[src/rtl/fetch_ctrl.sv]
// fetch_ctrl: instruction fetch / PC stage of the 8-bit CPU.
// It reads two-byte instructions (opcode, operand) from a combinational ROM.
// It drives the downstream jump unit and loads that unit's next_pc at the
// end of every EXEC cycle.
module fetch_ctrl #(
  parameter logic [7:0] RESET_PC    = 8'h00,
  parameter logic [7:0] HALT_OPCODE = 8'hFF
) (
  input  logic       clk,
  input  logic       rst,
  input  logic       hold,
  output logic [7:0] rom_addr,
  input  logic [7:0] rom_data,
  input  logic [7:0] next_pc,
  output logic       jmp_en,
  output logic [2:0] jmp_op,
  output logic [7:0] jmp_addr,
  output logic [7:0] jmp_pc,
  output logic [7:0] ir,
  output logic [7:0] arg,
  output logic       exec_valid,
  output logic       halted
);

  typedef enum logic [1:0] {FETCH_OP, FETCH_ARG, EXEC, HALT} state_t;

  state_t     state_q;
  logic [7:0] pc_q;
  logic [7:0] ir_q;
  logic [7:0] arg_q;
  logic [7:0] jpc_q;
  logic       exec_q;
  logic       jen_q;
  logic       halt_q;

  // Sequencer. Per-state flags are registered on entry, so they are glitch-free.
  // hold freezes everything; rst overrides hold.
  always_ff @(posedge clk or posedge rst) begin
    if (rst) begin
      state_q <= FETCH_OP;
      pc_q    <= RESET_PC;
      ir_q    <= 8'h00;
      arg_q   <= 8'h00;
      jpc_q   <= 8'h00;
      exec_q  <= 1'b0;
      jen_q   <= 1'b0;
      halt_q  <= 1'b0;
    end else if (!hold) begin
      case (state_q)
        FETCH_OP: begin
          ir_q <= rom_data;
          if (rom_data == HALT_OPCODE) begin
            // PC stays on the halt opcode so rom_addr keeps pointing at it
            state_q <= HALT;
            halt_q  <= 1'b1;
          end else begin
            pc_q    <= pc_q + 8'd1;
            state_q <= FETCH_ARG;
          end
        end
        FETCH_ARG: begin
          arg_q   <= rom_data;
          jpc_q   <= pc_q;             // address of the operand byte
          pc_q    <= pc_q + 8'd1;
          state_q <= EXEC;
          exec_q  <= 1'b1;
          jen_q   <= (ir_q[7:5] == 3'b111);
        end
        EXEC: begin
          // For a non-jump instruction the jump unit returns jmp_pc+1, which equals pc_q.
          // So next_pc is loaded unconditionally.
          pc_q    <= next_pc;
          state_q <= FETCH_OP;
          exec_q  <= 1'b0;
          jen_q   <= 1'b0;
        end
        HALT: state_q <= HALT;
        default: state_q <= FETCH_OP;
      endcase
    end
  end

  assign rom_addr   = pc_q;
  assign jmp_en     = jen_q;
  assign jmp_op     = ir_q[2:0];
  assign jmp_addr   = arg_q;
  assign jmp_pc     = jpc_q;
  assign ir         = ir_q;
  assign arg        = arg_q;
  assign exec_valid = exec_q;
  assign halted     = halt_q;

endmodule

[config.mk]
export PLATFORM = sky130hd
export DESIGN_NAME = fetch_ctrl
export DESIGN_NICKNAME = d
export VERILOG_FILES = /design/src/rtl/fetch_ctrl.sv
export SDC_FILE = /design/constraint.sdc
export NUM_CORES = 1
export LEC_CHECK = 0
export BUFFER_PORTS_ARGS = -buffer_cell sky130_fd_sc_hd__clkbuf_2
export CAP_MARGIN = 10
export CORE_AREA = 2 2 66 68
export CTS_BUF_LIST = sky130_fd_sc_hd__clkbuf_8
export CTS_CLUSTER_SIZE = 16
export DETAILED_ROUTE_END_ITERATION = 8
export DIE_AREA = 0 0 68 70
export HOLD_SLACK_MARGIN = 0.02
export PLACE_DENSITY_LB_ADDON = 0.25
export SETUP_SLACK_MARGIN = 0.3
export SYNTH_ARGS = -nofsm -noshare
export SYNTH_HDL_FRONTEND = slang
export SYNTH_SLANG_ARGS = --single-unit
[constraint.sdc]
create_clock -name clk -period 1.4 [get_ports clk]
set_input_delay 0.07 -clock clk [delete_from_list [all_inputs] [get_ports clk]]
set_output_delay 0.07 -clock clk [all_outputs]
set_load 0.01 [all_outputs]
==> results.toml <==
[timing]
relSlewSlack = 0.6921
min_period_ns = 1.479
worstMarginPinSlew_ns = 0.4618
maxSlewViolCount = 0
timing.fmax_mhz = 676.2
hold_violations = 0
final-setup-viol-count = 26
rsz0062_at_grt = "true"
skew_ns = 0.002703
fin_ws_ns = -0.07887
post-route-period-util = 1.056
setup_tns_ns = -0.4733

[grt]
grt_first_pass_wirelength_um = 6417
grt_max_degree = 38
grt-busiest-layer = "met2"
met1_usage = 0.2293
overflow = 0
grt_pass1_vias = 1345
grt_usage = 0.1825
antenna_found_initial = 0
globalRouteMet2Util = 0.3020
grt.met3_usage = 0.05797

[clock_tree]
cts-root-buf = "clkbuf_8"
clkSinkCount = 37
cts_max_path_buffers = 2
clk_pin_slew_ns = 0.07
cts_buffers = 5
htree_num_levels = 2
cts_tree = "done"
clk-insertion-delay-late_ns = 0.29

[synthesis]
synth_xor_area_frac = 0
ys_seq_area_frac = 0.5139
ys.warnings.count = 0
synth_simple_gate_area_frac = 0.07778
synthMuxAreaShare = 0.1611
synth.avg_cell_area_um2 = 12.17
synthAdderAreaFrac = 0.04861
synth_compound_area_frac = 0.1181
synth_top_family_by_area = "multiplexers"
netlist_instances = 148
syn_nets = 174
synth_area_um2 = 1802
synth_cell_types = 34
ys_ff_latch = 37

[die]
die_x_um = 68
die_area_um2 = 4760
core_area_um2 = 4144
initial_utilization = 0.4348
io_pins = 65
rows = 24
die_height_um = 70

[placement]
place_ws_ns = -0.09997
gp_congestion = 0.7709
port_buffers = 64
dpl.hpwl_um = 3020

[flow_run]
max_cap_viol_count = 0

[setup_path]
path_max_fanout = 5
r2r_slack_ns = -0.08
r2r-start = "state_q[0]"
r2r_cells = 8
path_class = "reg2reg"
arrival_ns = 1.65
crit_path_end_kind = "flip-flop"
startpoint_type = "flip-flop"
timing.rr.end = "rom_addr[7]"
worstPathRequired_ns = 1.57

[power]
leakage_uw = 0.001202
vdd_drop_max_mv = 1.176
power_uw = 6147
p_per_area_nw_per_um2 = 2429

[routing]
drc = 0
drtIter0Drc = 91
drt-vias-per-instance = 5.157
totalWireLength_um = 4166
wire_per_inst_um = 14.88
dr.pass1.iters = 4
vias = 1444
antenna_left = 0

[hold_path]
hold_path.class = "in2reg"
min_from = "rom_data[0]"
min_path_cells = 2
min_to = "arg[0]"

[layout]
antennaDiodeCount = 0
area_growth_pct = 40.49
regArea_um2 = 927.1
multi_input_area_um2 = 842.1
nets = 253
post-route-util = 0.6108
fill_cells = 337
layout-drive-gt1-share = 0.6404

[status]
violations = "negative setup slack"
status = "complete, but fails checks"
==> worst max-delay path by stage <==
stage,depth (start not counted),slack (ns),from,endpoint
finish,8,-0.08,state_q[0],rom_addr[7]
global route,8,-0.13,state_q[0],rom_addr[7]
CTS,7,-0.03,state_q[0],rom_addr[7]
detailed placement,7,-0.1,state_q[0],rom_addr[7]
global placement,7,-0.03,state_q[0],rom_addr[7]
floorplan,6,0.02,state_q[1],arg[0]
==> final cells by class <==
type	instances	area share
tap	52	0.02570
clock inverter	2	0.01335
multi-input combinational	89	0.3327
timing repair buffer	88	0.2175
inverter	6	0.01186
sequential	37	0.3663
clock buffer	6	0.03262
==> synthesized netlist by cell type, drive strengths merged <==
cell type	number	area [um2]
dfrtp	37	925.9
mux2	24	270.3
buf	16	122.6
o21ai	12	60.05
ha	7	87.58
nor2	7	26.28
a21oi	6	33.78
nand2	6	22.52
inv	5	18.77
nand4	4	40.04
nand2b	3	18.77
o31ai	3	36.28
mux2i	2	20.02
nand3	2	10.01
o22a	2	18.77
o31a	2	18.77
a21boi	1	7.510
a22oi	1	7.510
a2bb2oi	1	8.760
a31oi	1	6.260
a41oi	1	8.760
and3	1	6.260
and4	1	8.760
clkinv	1	3.750
nor3b	1	7.510
o22ai	1	6.260
==> registers in the layout, indices dropped and copies added (netlist names) <==
| register | cells |
|---|---|
| jmp_en | 1 |
| arg | 8 |
| state_q | 2 |
| ir | 8 |
| halted | 1 |
| rom_addr | 8 |
| exec_valid | 1 |
| jmp_pc | 8 |
==> what timing repair did <==
item                                    CTS  global route
setup buffers                             2             4
hold endpoints to repair                 37             0
endpoints found under the setup margin   37            38
gates cloned                              0             1
pin swaps                                 6             8
gates resized for setup                  29            19
hold buffers                              1             0
==> per-stage QoR <==
step | instances | hold slack (ns) | area (um2)
final | 280 | 0.04648 | 2531
after global routing | 280 | 0.03833 | 2531
after CTS | 275 | 0.03723 | 2444
after detailed placement | 264 | 0.1990 | 2203
after global placement | 264 | 0.1771 | 2203
after floorplan | 148 | 0.1717 | 1824
==> logic make-up (layout without fill, tap and decap cells) <==
kind of cell             Yosys count  count (layout)
AND/OR/NAND/NOR                   25              25
AO/OA/AOI/OAI                     31              31
flip-flops                        37              37
adder cells (fa/ha/maj)            7               7
multiplexers                      26              26
buffers and inverters             22             102
==> cells in the final DEF, fill, tap and decap left out, drive strengths merged, types with 2 or more instances in the layout <==
master and n:
buf 22, nand3 2, a21oi 6, nand4 4, dfrtp 37, ha 7, clkbuf 71, mux2i 2
o31ai 3, nand2 6, nor2 7, o22a 2, inv 6, o31a 2, mux2 24, nand2b 3
o21ai 12
==> metal layers <==
metal | up-vias | share of wire
met3 | 5 | 0.066
met2 | 56 | 0.50
met1 | 703 | 0.42
li1 | 680 | -
met5 | - | 0
met4 | 0 | 0.0086
==> critical path, stage by stage (launching register included) <==
cell and delay [ns]:
dfrtp_1 0.43, inv_2 0.13, ha_4 0.17, inv_4 0.04
o31ai_4 0.18, buf_6 0.15, buf_6 0.11, a21oi_2 0.03
a2bb2oi_1 0.12
==> where the power goes <==
group	internal [uW]	total, uW	switching [uW]
Sequential	1600	2060	456
Clock	573	951	377
Combinational	1650	3140	1490
Total	3820	6150	2320
Power figures use the tool's default switching activity.
